==> config.mk <==
export PLATFORM = sky130hd
export DESIGN_NAME = fpu_issue_ctrl
export DESIGN_NICKNAME = d
export VERILOG_FILES = /design/src/rtl/fpu_pkg.sv /design/src/rtl/fpu_lat_counter.sv /design/src/rtl/fpu_issue_ctrl.sv
export SDC_FILE = /design/constraint.sdc
export NUM_CORES = 1
export LEC_CHECK = 0
export BUFFER_PORTS_ARGS = -buffer_cell sky130_fd_sc_hd__buf_2
export CELL_PAD_IN_SITES_DETAIL_PLACEMENT = 0
export CELL_PAD_IN_SITES_GLOBAL_PLACEMENT = 1
export CORE_MARGIN = 2
export CORE_UTILIZATION = 29
export DETAILED_ROUTE_END_ITERATION = 6
export HOLD_SLACK_MARGIN = 0.1
export PLACE_DENSITY_LB_ADDON = 0.2
export SLEW_MARGIN = 20
export SYNTH_ARGS = -nofsm -noshare
export SYNTH_HDL_FRONTEND = slang
export SYNTH_SLANG_ARGS = --single-unit
==> constraint.sdc <==
create_clock -name clk -period 1.61 [get_ports clk]
set_input_delay 0.161 -clock clk [delete_from_list [all_inputs] [get_ports clk]]
set_output_delay 0.161 -clock clk [all_outputs]
set_load 0.05 [all_outputs]
==> src/rtl/fpu_pkg.sv <==
// Shared FP issue definitions: decoder ALU codes, FSM states and default latencies.
package fpu_pkg;

  localparam logic [3:0] ALU_FADD  = 4'b1000;
  localparam logic [3:0] ALU_FSUB  = 4'b1001;
  localparam logic [3:0] ALU_FMUL  = 4'b1010;
  localparam logic [3:0] ALU_FDIV  = 4'b1011;
  localparam logic [3:0] ALU_FSQRT = 4'b1100;

  localparam int DEF_LAT_ADDSUB = 2;
  localparam int DEF_LAT_MUL    = 2;
  localparam int DEF_LAT_DIV    = 10;
  localparam int DEF_LAT_SQRT   = 12;

  typedef enum logic [1:0] {
    ST_IDLE = 2'd0,
    ST_BUSY = 2'd1,
    ST_DONE = 2'd2
  } fpu_state_t;

  // True for the five FP codes the datapath implements; 1101..1111 are reserved.
  function automatic logic is_fp_legal(input logic [3:0] code);
    logic ok;
    ok = 1'b0;
    case (code)
      ALU_FADD, ALU_FSUB, ALU_FMUL, ALU_FDIV, ALU_FSQRT: ok = 1'b1;
      default: ok = 1'b0;
    endcase
    return ok;
  endfunction

endpackage

==> src/rtl/fpu_lat_counter.sv <==
// 4-bit latency down-counter; 'last' marks the cycle the datapath result is valid.
module fpu_lat_counter (
  input  logic       clk,
  input  logic       rst,
  input  logic       load,
  input  logic [3:0] load_val,
  input  logic       dec,
  output logic [3:0] count,
  output logic       last
);

  // Load takes priority so a new launch always restarts the count; stop at zero.
  always_ff @(posedge clk) begin
    if (rst) begin
      count <= 4'd0;
    end else if (load) begin
      count <= load_val;
    end else if (dec && (count != 4'd0)) begin
      count <= count - 4'd1;
    end
  end

  assign last = (count == 4'd1);

endmodule

==> src/rtl/fpu_issue_ctrl.sv <==
// FP issue controller: holds the pipeline while a multi-cycle FP op runs, then writes back.
module fpu_issue_ctrl #(
  parameter int LAT_ADDSUB = fpu_pkg::DEF_LAT_ADDSUB,
  parameter int LAT_MUL    = fpu_pkg::DEF_LAT_MUL,
  parameter int LAT_DIV    = fpu_pkg::DEF_LAT_DIV,
  parameter int LAT_SQRT   = fpu_pkg::DEF_LAT_SQRT
) (
  input  logic        clk,
  input  logic        rst,
  input  logic        valid_i,
  input  logic [3:0]  alu_cont_i,
  input  logic [31:0] rs1_i,
  input  logic [31:0] rs2_i,
  input  logic [4:0]  rd_i,
  input  logic        flush_i,
  input  logic [31:0] fpu_result_i,
  output logic        start_o,
  output logic [3:0]  op_o,
  output logic [31:0] src1_o,
  output logic [31:0] src2_o,
  output logic        stall_o,
  output logic        illegal_o,
  output logic        wb_valid_o,
  output logic [31:0] result_o,
  output logic [4:0]  rd_o
);

  import fpu_pkg::*;

  fpu_state_t state;
  logic [4:0] rd_q;
  logic       wb_q;
  logic       code_legal;
  logic       accept;
  logic [3:0] lat_sel;
  logic [3:0] cnt_value;
  logic       cnt_last;

  assign code_legal = is_fp_legal(alu_cont_i);
  assign accept     = !rst && (state == ST_IDLE) && valid_i && !flush_i && code_legal;

  // Pick the load value for the latency counter from the incoming op.
  always_comb begin
    lat_sel = 4'd1;
    case (alu_cont_i)
      ALU_FADD, ALU_FSUB: lat_sel = 4'(LAT_ADDSUB);
      ALU_FMUL:           lat_sel = 4'(LAT_MUL);
      ALU_FDIV:           lat_sel = 4'(LAT_DIV);
      ALU_FSQRT:          lat_sel = 4'(LAT_SQRT);
      default:            lat_sel = 4'd1;
    endcase
  end

  fpu_lat_counter u_lat_counter (
    .clk      (clk),
    .rst      (rst),
    .load     (accept),
    .load_val (lat_sel),
    .dec      (state == ST_BUSY),
    .count    (cnt_value),
    .last     (cnt_last)
  );

  // Main FSM: latch the op on accept, wait out the latency, capture and write back once.
  always_ff @(posedge clk) begin
    if (rst) begin
      state    <= ST_IDLE;
      start_o  <= 1'b0;
      op_o     <= 4'd0;
      src1_o   <= 32'd0;
      src2_o   <= 32'd0;
      result_o <= 32'd0;
      rd_o     <= 5'd0;
      rd_q     <= 5'd0;
      wb_q     <= 1'b0;
    end else begin
      start_o <= accept;
      wb_q    <= 1'b0;
      case (state)
        ST_IDLE: begin
          if (accept) begin
            op_o   <= alu_cont_i;
            src1_o <= rs1_i;
            src2_o <= rs2_i;
            rd_q   <= rd_i;
            state  <= ST_BUSY;
          end
        end
        ST_BUSY: begin
          if (flush_i) begin
            state <= ST_IDLE;
          end else if (cnt_last) begin
            result_o <= fpu_result_i;
            rd_o     <= rd_q;
            wb_q     <= 1'b1;
            state    <= ST_DONE;
          end
        end
        ST_DONE: begin
          state <= ST_IDLE;
        end
        default: begin
          state <= ST_IDLE;
        end
      endcase
    end
  end

  // A flush or reset in the writeback cycle kills the write.
  assign wb_valid_o = wb_q && !flush_i && !rst;

  // Hold the pipeline while accepting and while busy; a flush releases it immediately.
  assign stall_o = !rst && !flush_i && (accept || (state == ST_BUSY));

  assign illegal_o = !rst && (state == ST_IDLE) && valid_i && alu_cont_i[3] && !code_legal;

  logic unused_ok;
  assign unused_ok = ^cnt_value;

endmodule

Word-level counts from Yosys, hierarchy flattened
Cells that the tools add are included.

storage, ports and cells
  word-level logic and storage cells = 55
  input bits = 109
  output and inout bits = 109
  register bits after elaboration = 118

cells by class
  add/sub/neg operators = 1
  bitwise logic cells = 2
  reductions and logical operators = 24
  multiplexer cells = 9
  eq/ne operators = 9

operators by type and width
  cell                                                  count
  equality test 4 bit (second input constant)           5
  case mux 4 bit (3 select lines)                       1
  logical AND 1 bit                                     11
  two-way mux 4 bit                                     2
  two-way mux 2 bit                                     3
  OR reduction 3 bit                                    2
  OR reduction 5 bit                                    1
  equality test 4 x 1 -> 1 bit (second input constant)  1
  case mux 2 bit (2 select lines)                       1
  AND reduction 2 bit                                   2
  nonzero test 4 bit                                    1
  subtractor 4 x 1 -> 4 bit (second input constant)     1
  zero test 1 bit                                       3
  inequality test 3 bit (second input constant)         1
  AND reduction 3 bit                                   1
  equality test 2 x 1 -> 1 bit (second input constant)  1
  zero test 2 bit                                       1
  two-way mux 1 bit                                     2
  inequality test 2 bit (second input constant)         1
  NOT 1 bit                                             2
  nonzero test 2 bit                                    1
  logical OR 1 bit                                      1

Depth between registers and ports, before layout
Gate-level depths: netlist of the first run.

  depth in word-level cells = 7
  depth in mapped cells = 8

Cells and area by module
From an unflattened synthesis of the first run, not the netlist that was laid out.

unflattened totals
  cells, all modules = 541
  area, all modules = 5124.9 sq um

modules (own cells, without submodules)
  module           cells an instance  sequential area each (sq um)  area each (sq um)  instances
  fpu_issue_ctrl   508                2282.2                        4838.4             1
  fpu_lat_counter  33                 80.1                          286.5              1

Worst setup path after synthesis of the first run
OpenSTA, ideal clock, no wires.

  kind = register to output
  start = register state[0]
  end = output stall_o
  arrival time = 2.035 ns
  required time = 1.449 ns
  path buffers = 1
  stages on the path, launching flop included = 5
  slack = -0.586 ns
  path through = dfxtp_1 and4bb_4 nand3_2 buf_6 a21boi_0

between the ends
  longest elaborated chain between the ends = 7
  elaborated cells between the ends (all ways) = 8
  classes of those cells = 1 x eq/ne; 7 x reduce/logical

RTL lines
  element                         line                   RTL
  from (decl)                     fpu_issue_ctrl.sv:30   fpu_state_t state;
  from (signal assigned)          fpu_issue_ctrl.sv:67   state <= ST_IDLE;
  from (signal assigned)          fpu_issue_ctrl.sv:86   state <= ST_BUSY;
  from (signal assigned)          fpu_issue_ctrl.sv:91   state <= ST_IDLE;
  zero test 2 bit                 fpu_issue_ctrl.sv:40   assign accept = !rst && (state == ST_IDLE) && valid_i && !flush_i && code_legal;
  logical AND 1 bit (4 in a row)  fpu_issue_ctrl.sv:40
  logical OR 1 bit (*)            fpu_issue_ctrl.sv:113  assign stall_o = !rst && !flush_i && (accept || (state == ST_BUSY));
  logical AND 1 bit (*)           fpu_issue_ctrl.sv:113
  to (decl)                       fpu_issue_ctrl.sv:21   output logic stall_o,

Mark *: on every way between the ends. The rest lies on a longest branch, timed or not.

Worst setup path in the final report of the first run
  start = register state[1]
  end = output illegal_o

between the ends
  longest elaborated chain between the ends = 5

RTL lines
  element                         line                   RTL
  zero test 2 bit                 fpu_issue_ctrl.sv:115  assign illegal_o = !rst && (state == ST_IDLE) && valid_i && alu_cont_i[3] && !code_legal;
  logical AND 1 bit (4 in a row)  fpu_issue_ctrl.sv:115
  to (decl)                       fpu_issue_ctrl.sv:22   output logic illegal_o,

No other way between the ends.

==> summary.txt, run 1 <==
Pwr
  – Clock network fraction of design power: 49.5%
  – Switching power summed over all nets: 0.00170 W
  – Power per Cell Area: 1000 nW/um2
  – Switching portion of total power: 22.8%
  – Power share of the combinational group: 10.0%
  – Maximum resistive drop on vdd: 0.713 mV
  – Internal power contribution: 0.00573 W
  – Register share of total power: 40.5%
  – Leakage: 3.99 nW

Outcome
  – Run status: finished, violations left
  – Failing checks: negative setup slack

Synthesis
  – Synthesized netlist net count: 598
  – Warnings from Yosys: 0
  – Number of flip-flops and latches in the synthesized netlist: 118
  – Post-Synthesis Cells: 486
  – Sequential area share after synthesis: 53.0%
  – Post-Syn Area: 4450 um2
  – Mapped Avg Cell Area: 9.17 um2
  – Netlist cell types: 35

Floorplanning
  – Floorplan row count: 45
  – Effective utilization at floorplan: 29.5%
  – I/O Pins: 218
  – Die Y: 128 um
  – Die Footprint: 16400 um2
  – Std-Cell Core Area: 15100 um2
  – Die Width: 128 um

Global route
  – GR Util met2: 28.2%
  – Global-route wire length before repair: 20900 um
  – Pin count of the biggest net entering global routing: 61
  – GR peak layer: met2
  – Met3 Use GR: 5.05%
  – M1 GR Usage: 18.3%
  – All-Layer GR Usage: 16.2%
  – Leftover overflow at the end of global routing: 0
  – Antenna violations before repair: 0
  – Via count of the first global-routing pass: 4381

STA
  – Sum Neg Setup Slack: -0.0440 ns
  – Number of max-slew violations in the final report: 0
  – Maximum clock frequency: 612 MHz
  – Setup repair after global routing missed its margin: yes
  – Clock period minus worst slack: 1.63 ns
  – Hold Vio Cnt, Final: 0
  – Period Utilization, post-route: 101%
  – Setup-violating endpoint count in the final report: 2
  – Final Hold Slack: 0.184 ns
  – Smallest setup slack after layout: -0.0238 ns
  – Tightest Pin Transition: 0.522 ns
  – Worst-case clock skew: 0.00527 ns
  – Slew HR: 65.2%

Final layout
  – Final instance area: 7420 um2
  – Multi-input combinational cell area: 1900 um2
  – Non-filler cells in the finished layout: 1012
  – Number of nets in the finished design: 923
  – Sequential cell area: 2360 um2
  – Fill cell total of the finished layout: 1415
  – Proportion of layout cells with a drive suffix above 1: 33.7%
  – Area grow syn2layout: 66.5%
  – Number of inserted diodes: 0

Route
  – Routed wire length: 13500 um
  – DR iter-0 viols: 165
  – Number of iterations in the first detailed-routing pass: 4
  – Post-route antenna net violation count: 0
  – Number of vias per cell: 4.45
  – Total via count after detailed routing: 4505
  – Residual DRC count: 0
  – Drt wl/cell: 13.3 um

Placement
  – Post-DP Area: 5700 um2
  – Number of cells in the design after placement: 871
  – Number of port buffers: 217
  – Post-place setup slack: 0.0450 ns
  – Final weighted congestion in routability-driven placement: 0.717
  – Final HPWL from detailed placement: 8340 um

Clock network
  – Root buffer cell: clkbuf_16
  – Number of sinks driven by the clock tree: 118
  – CTS tree: done
  – Maximum buffer depth of the clock tree: 2
  – Clock latency on the worst-skew pair: 0.40 ns
  – Depth of the CTS H-tree: 4
  – Number of clock buffers inserted by TritonCTS: 17
  – Clock slew at reported path FFs: 0.05 ns

Run
  – Maximum capacitance violations: 0

Setup path
  – Start-to-end type of the worst setup path: register to output port
  – Startpoint type of the worst setup path: register
  – CP Data Arrival Time: 1.47 ns
  – Maximum net fanout on the critical path: 3
  – Required time of the critical path: 1.45 ns
  – Type of element capturing the critical path: output port

Min path
  – Worst hold path type: input pin to register
-- sequential cells by signal (all words and copies together), names as in the netlist, 2 cells and up --
name,count
src1_o,32
state,2
op_o,4
rd_o,5
src2_o,32
u_lat_counter.count,4
result_o,32
rd_q,5
-- cells by family after synthesis --
| family | after synthesis | synth area share (%) |
|---|---|---|
| fa+ha+maj | 3 | 0.843 |
| buf+inv | 36 | 4.75 |
| simple gates | 278 | 30.6 |
| mux | 38 | 8.57 |
| compound gates | 12 | 2.02 |
| xor+xnor | 1 | 0.197 |
| flops | 118 | 53.0 |
-- metrics by stage --
stage / util, % / total power, W
2_1_floorplan: - / 0.00339
3_3_place_gp: 37.8 / 0.00360
3_5_place_dp: 37.8 / 0.00361
4_1_cts: 48.7 / 0.00754
5_1_grt: 49.1 / 0.00773
6_report: 49.1 / 0.00743
-- timing repair --
item / in CTS / in global routing
hold endpoints to repair: 103 / 0
resized for setup: 5 / 7
gates cloned: 0 / 1
setup endpoints to repair: 2 / 58
setup buffers: 3 / 2
hold buffers: 103 / 0
pin swaps: 2 / 1
-- per-layer routing --
layer | vias to the layer above | wire length (um)
li1 | 2242 | -
met1 | 2096 | 5670
met2 | 147 | 6720
met3 | 20 | 848
met4 | 0 | 252
met5 | - | 0
-- placed cells by master, fill, tap and decap left out, types with 2 or more instances in the layout --
cell type	instances
buf_2	215
nand2_1	146
dfxtp_1	116
dlygate4sd3_1	103
nand3b_1	71
nor2_1	44
mux2i_1	36
clkbuf_16	18
buf_4	13
clkinv_2	5
buf_6	5
a31oi_1	3
nand3_1	3
nor3_1	3
ha_1	3
clkbuf_8	3
clkbuf_1	3
inv_1	2
nor2b_1	2
a21oi_1	2
clkinvlp_4	2
bufinv_16	2
buf_12	2
dfxtp_2	2
-- final cells by class --
cell class / count / area share [%]
Timing Repair Buffer: 339 / 31.4
Clock inverter: 9 / 1.35
Inverter: 3 / 0.152
Sequential cell: 118 / 31.9
Clock buffer: 23 / 6.45
Multi-Input combinational cell: 332 / 25.6
Tap cell: 188 / 3.17
-- cell usage after synthesis --
cell	count	share of area (%)
inv_1	2	0.17
mux2_2	1	0.25
nor2b_1	2	0.28
buf_2	10	1.1
nand3b_1	71	12
dfxtp_1	118	53
clkbuf_1	14	1.2
a31oi_1	3	0.42
nor4_1	1	0.14
ha_1	3	0.84
a211oi_2	1	0.28
nand2_1	146	12
o31ai_1	1	0.17
a21oi_1	2	0.22
inv_2	1	0.084
a21oi_2	1	0.20
nor3_1	3	0.34
nand3_1	3	0.34
mux2i_1	37	8.3
and4bb_4	1	0.37
a32o_1	1	0.22
or2_2	1	0.14
nand3_2	1	0.22
nor3b_1	1	0.17
buf_4	1	0.17
nand2b_1	1	0.14
and2_1	1	0.14
a21boi_0	1	0.17
nor2_2	1	0.14
o211a_1	1	0.22
o21ai_1	1	0.11
nor2_1	44	3.7
nand4b_1	1	0.20
buf_6	8	2.0
xnor2_1	1	0.20
-- critical path: stages, from the launching register on --
cell	delay, ns
dfxtp_2	0.31
and4bb_4	0.36
nor3b_2	0.20
buf_6	0.19
-- power by group through the flow --
| stage | clock, W | combinational (W) | sequential, W |
|---|---|---|---|
| 3_3_place_gp | 0 | 0.000536 | 0.00307 |
| 6_report | 0.00368 | 0.000746 | 0.00301 |
| 4_1_cts | 0.00379 | 0.000742 | 0.00300 |
| 2_1_floorplan | 0 | 0.000160 | 0.00323 |
| 3_5_place_dp | 0 | 0.000543 | 0.00307 |
| 5_1_grt | 0.00392 | 0.000802 | 0.00301 |
-- worst paths after layout --
path / from / to / slack (ns) / cells after the start
min reg2reg: src1_o[17]$_SDFFE_PP0P_ / src1_o[17]$_SDFFE_PP0P_ / 0.47 / 2
max reg2reg: u_lat_counter.count[0]$_SDFFE_PP0P_ / u_lat_counter.count[2]$_SDFFE_PP0P_ / 0.10 / 5
min: alu_cont_i[1] / op_o[2]$_SDFFE_PP0P_ / 0.18 / 4
max: state[1]$_SDFFE_PP0P_ / illegal_o / -0.02 / 3
Power figures use the tool's default switching activity.
==> run 2, diff against run 1 <==
--- a/config.mk
+++ b/config.mk
@@ -5,15 +5,17 @@
 export SDC_FILE = /design/constraint.sdc
 export NUM_CORES = 1
 export LEC_CHECK = 0
-export BUFFER_PORTS_ARGS = -buffer_cell sky130_fd_sc_hd__buf_2
 export CELL_PAD_IN_SITES_DETAIL_PLACEMENT = 0
 export CELL_PAD_IN_SITES_GLOBAL_PLACEMENT = 1
 export CORE_MARGIN = 2
-export CORE_UTILIZATION = 29
+export CORE_UTILIZATION = 41
+export CTS_CLUSTER_DIAMETER = 200
 export DETAILED_ROUTE_END_ITERATION = 6
+export DONT_BUFFER_PORTS = 1
 export HOLD_SLACK_MARGIN = 0.1
 export PLACE_DENSITY_LB_ADDON = 0.2
 export SLEW_MARGIN = 20
 export SYNTH_ARGS = -nofsm -noshare
 export SYNTH_HDL_FRONTEND = slang
+export SYNTH_HIERARCHICAL = 1
 export SYNTH_SLANG_ARGS = --single-unit
==> summary.txt, run 2 <==
Synthesis
  – Post-Synthesis Cells: 541 (+11%)
  – Synth area leaders: dfxtp_1, nand2b_1, mux2i_1
  – Synthesized-area fraction occupied by xor and xnor cells: 0% (-0.20 points)
  – Mapped Avg Cell Area: 9.47 um2 (+3.4%)
  – Warnings from Yosys: 6 (+6)
  – Most common cell in the netlist: nand2b_1
  – Netlist cell types: 38 (+8.6%)
  – Largest family of logic cells by synthesized area: simple AND/OR/NAND/NOR gates
  – Sequential area share after synthesis: 46.1% (-6.9 points)
  – Fraction of the mapped netlist area in compound gates: 5.71% (+3.7 points)
  – Commonest cells in the netlist: nand2b_1, dfxtp_1, nand2_1
  – Library cell occupying the most area in the post-synthesis netlist: dfxtp_1
  – Share of synthesized area spent on multiplexers: 13.9% (+5.3 points)
  – Simple logic cell fraction of the synthesized area: 27.7% (-2.9 points)
  – Adder-cell share of the synthesized area: 0.488% (-0.35 points)
  – Synthesized netlist net count: 652 (+9.0%)
  – Post-Syn Area: 5120 um2 (+15%)
  – Area share of the largest cell type after synthesis: 46.1% (-6.9 points)
  – Number of flip-flops and latches in the synthesized netlist: 118 (unchanged)
  – Most used flip-flop cell after synthesis: dfxtp_1
  – Synth async-reset ratio: 0% (unchanged)
  – Number of synthesized flops with an enable pin: 0 (unchanged)

Placement
  – Number of port buffers: 0 (-100%)
  – Final weighted congestion in routability-driven placement: 0.720 (+0.47%)
  – Final HPWL from detailed placement: 7820 um (-6.2%)
  – Post-place setup slack: -0.139 ns (-0.184 ns)

Floorplanning
  – I/O Pins: 218 (unchanged)
  – Floorplan row count: 40 (-11%)
  – Die Y: 116 um (-9.5%)
  – Effective utilization at floorplan: 42.3% (+13 points)
  – Die Width: 116 um (-9.5%)

Clock network
  – Number of gates given a new drive strength after cts: 20 (+15)
  – Root buffer cell: clkbuf_16
  – Number of sinks driven by the clock tree: 118 (unchanged)
  – Maximum buffer depth of the clock tree: 2 (unchanged)
  – Cts hold-fix bufs: 153 (+49%)
  – Depth of the CTS H-tree: 4 (unchanged)
  – Number of clock buffers inserted by TritonCTS: 17 (unchanged)
  – Post-CTS Repair Setup Buffers: 12 (+9)

Outcome
  – Error that ended the run: [ERROR RSZ-0060] Max buffer count reached.
  – Stopped at: 4_1_cts
  – Run status: did not finish
==> run 2: cells by family after synthesis <==
group / Yosys count
mux: 71
fa+ha+maj: 2
compound gates: 49
simple gates: 257
buf+inv: 44
flops: 118
==> run 2: stage by stage <==
| step | area, um2 | std cells |
|---|---|---|
| floorplan | 5160 | 541 |
| global placement | 5490 | 718 |
| detailed placement | 5490 | 718 |
==> run 3, diff against run 2 <==
==> config.mk (replaced) <==
export PLATFORM = sky130hd
export DESIGN_NAME = fpu_issue_ctrl
export DESIGN_NICKNAME = d
export VERILOG_FILES = /design/src/rtl/fpu_pkg.sv /design/src/rtl/fpu_lat_counter.sv /design/src/rtl/fpu_issue_ctrl.sv
export SDC_FILE = /design/constraint.sdc
export NUM_CORES = 1
export LEC_CHECK = 0
export CORE_MARGIN = 2
export CORE_UTILIZATION = 40
export DETAILED_ROUTE_END_ITERATION = 6
export DONT_BUFFER_PORTS = 1
export PLACE_DENSITY_LB_ADDON = 0.15
export SLEW_MARGIN = 20
export SYNTH_ARGS = -nofsm -noshare
export SYNTH_HDL_FRONTEND = slang
export SYNTH_HIERARCHICAL = 1
export SYNTH_SLANG_ARGS = --single-unit
==> constraint.sdc (replaced) <==
create_clock -name clk -period 2.1 [get_ports clk]
set_input_delay 0.21 -clock clk [delete_from_list [all_inputs] [get_ports clk]]
set_output_delay 0.21 -clock clk [all_outputs]
set_load 0.05 [all_outputs]
==> summary.txt, run 3 <==
Outcome
  – Run status: did not finish
  – Stopped at: 4_1_cts
  – Error that ended the run: [ERROR RSZ-0060] Max buffer count reached.

Synthesis
  – Synth async-reset ratio: 0% (unchanged)
  – Most used flip-flop cell after synthesis: dfxtp_1
  – Warnings from Yosys: 6 (unchanged)
  – Netlist cell types: 38 (unchanged)
  – Synthesized netlist net count: 652 (unchanged)
  – Synth area leaders: dfxtp_1, nand2b_1, mux2i_1
  – Post-Syn Area: 5120 um2 (unchanged)
  – Post-Synthesis Cells: 541 (unchanged)
  – Commonest cells in the netlist: nand2b_1, dfxtp_1, nand2_1
  – Number of flip-flops and latches in the synthesized netlist: 118 (unchanged)
  – Area share of the largest cell type after synthesis: 46.1% (unchanged)
  – Library cell occupying the most area in the post-synthesis netlist: dfxtp_1
  – Number of synthesized flops with an enable pin: 0 (unchanged)
  – Mapped Avg Cell Area: 9.47 um2 (unchanged)
  – Most common cell in the netlist: nand2b_1
  – Sequential area share after synthesis: 46.1% (unchanged)

Floorplanning
  – Die Width: 117 um (+1.2%)
  – Floorplan row count: 41 (+2.5%)
  – Die Y: 117 um (+1.2%)
  – Effective utilization at floorplan: 40.8% (-1.5 points)
  – I/O Pins: 218 (unchanged)

Clock network
  – Number of sinks driven by the clock tree: 118 (unchanged)
  – Post-CTS Repair Setup Buffers: 0 (-12)
  – Number of gates given a new drive strength after cts: 0 (-100%)
  – Cts hold-fix bufs: 144 (-5.9%)
  – Depth of the CTS H-tree: 4 (unchanged)
  – Root buffer cell: clkbuf_16
  – Number of clock buffers inserted by TritonCTS: 17 (unchanged)
  – Maximum buffer depth of the clock tree: 2 (unchanged)

Placement
  – Final HPWL from detailed placement: 7230 um (-7.5%)
  – Final weighted congestion in routability-driven placement: 0.771 (+7.0%)
  – Number of port buffers: 0 (unchanged)
  – Number of cells in the design after placement: 683 (-4.9%)
-- run 3: kinds of logic after synthesis --
kind of cell	after synthesis	synth area share (%)
adders and majority gates	2	0.488
DFF	118	46.1
and+or+nand+nor	257	27.7
buffers and inverters	44	6.18
muxes	71	13.9
AOI/OAI and AO/OA	49	5.71
-- run 3: per-stage QoR --
stage	instance area [um2]	setup slack, ns	hold slack (ns)	utilization, %
2_1_floorplan	5140	0.0552	0.289	-
3_5_place_dp	5170	0.215	0.291	41.1
3_3_place_gp	5170	0.279	0.291	41.1
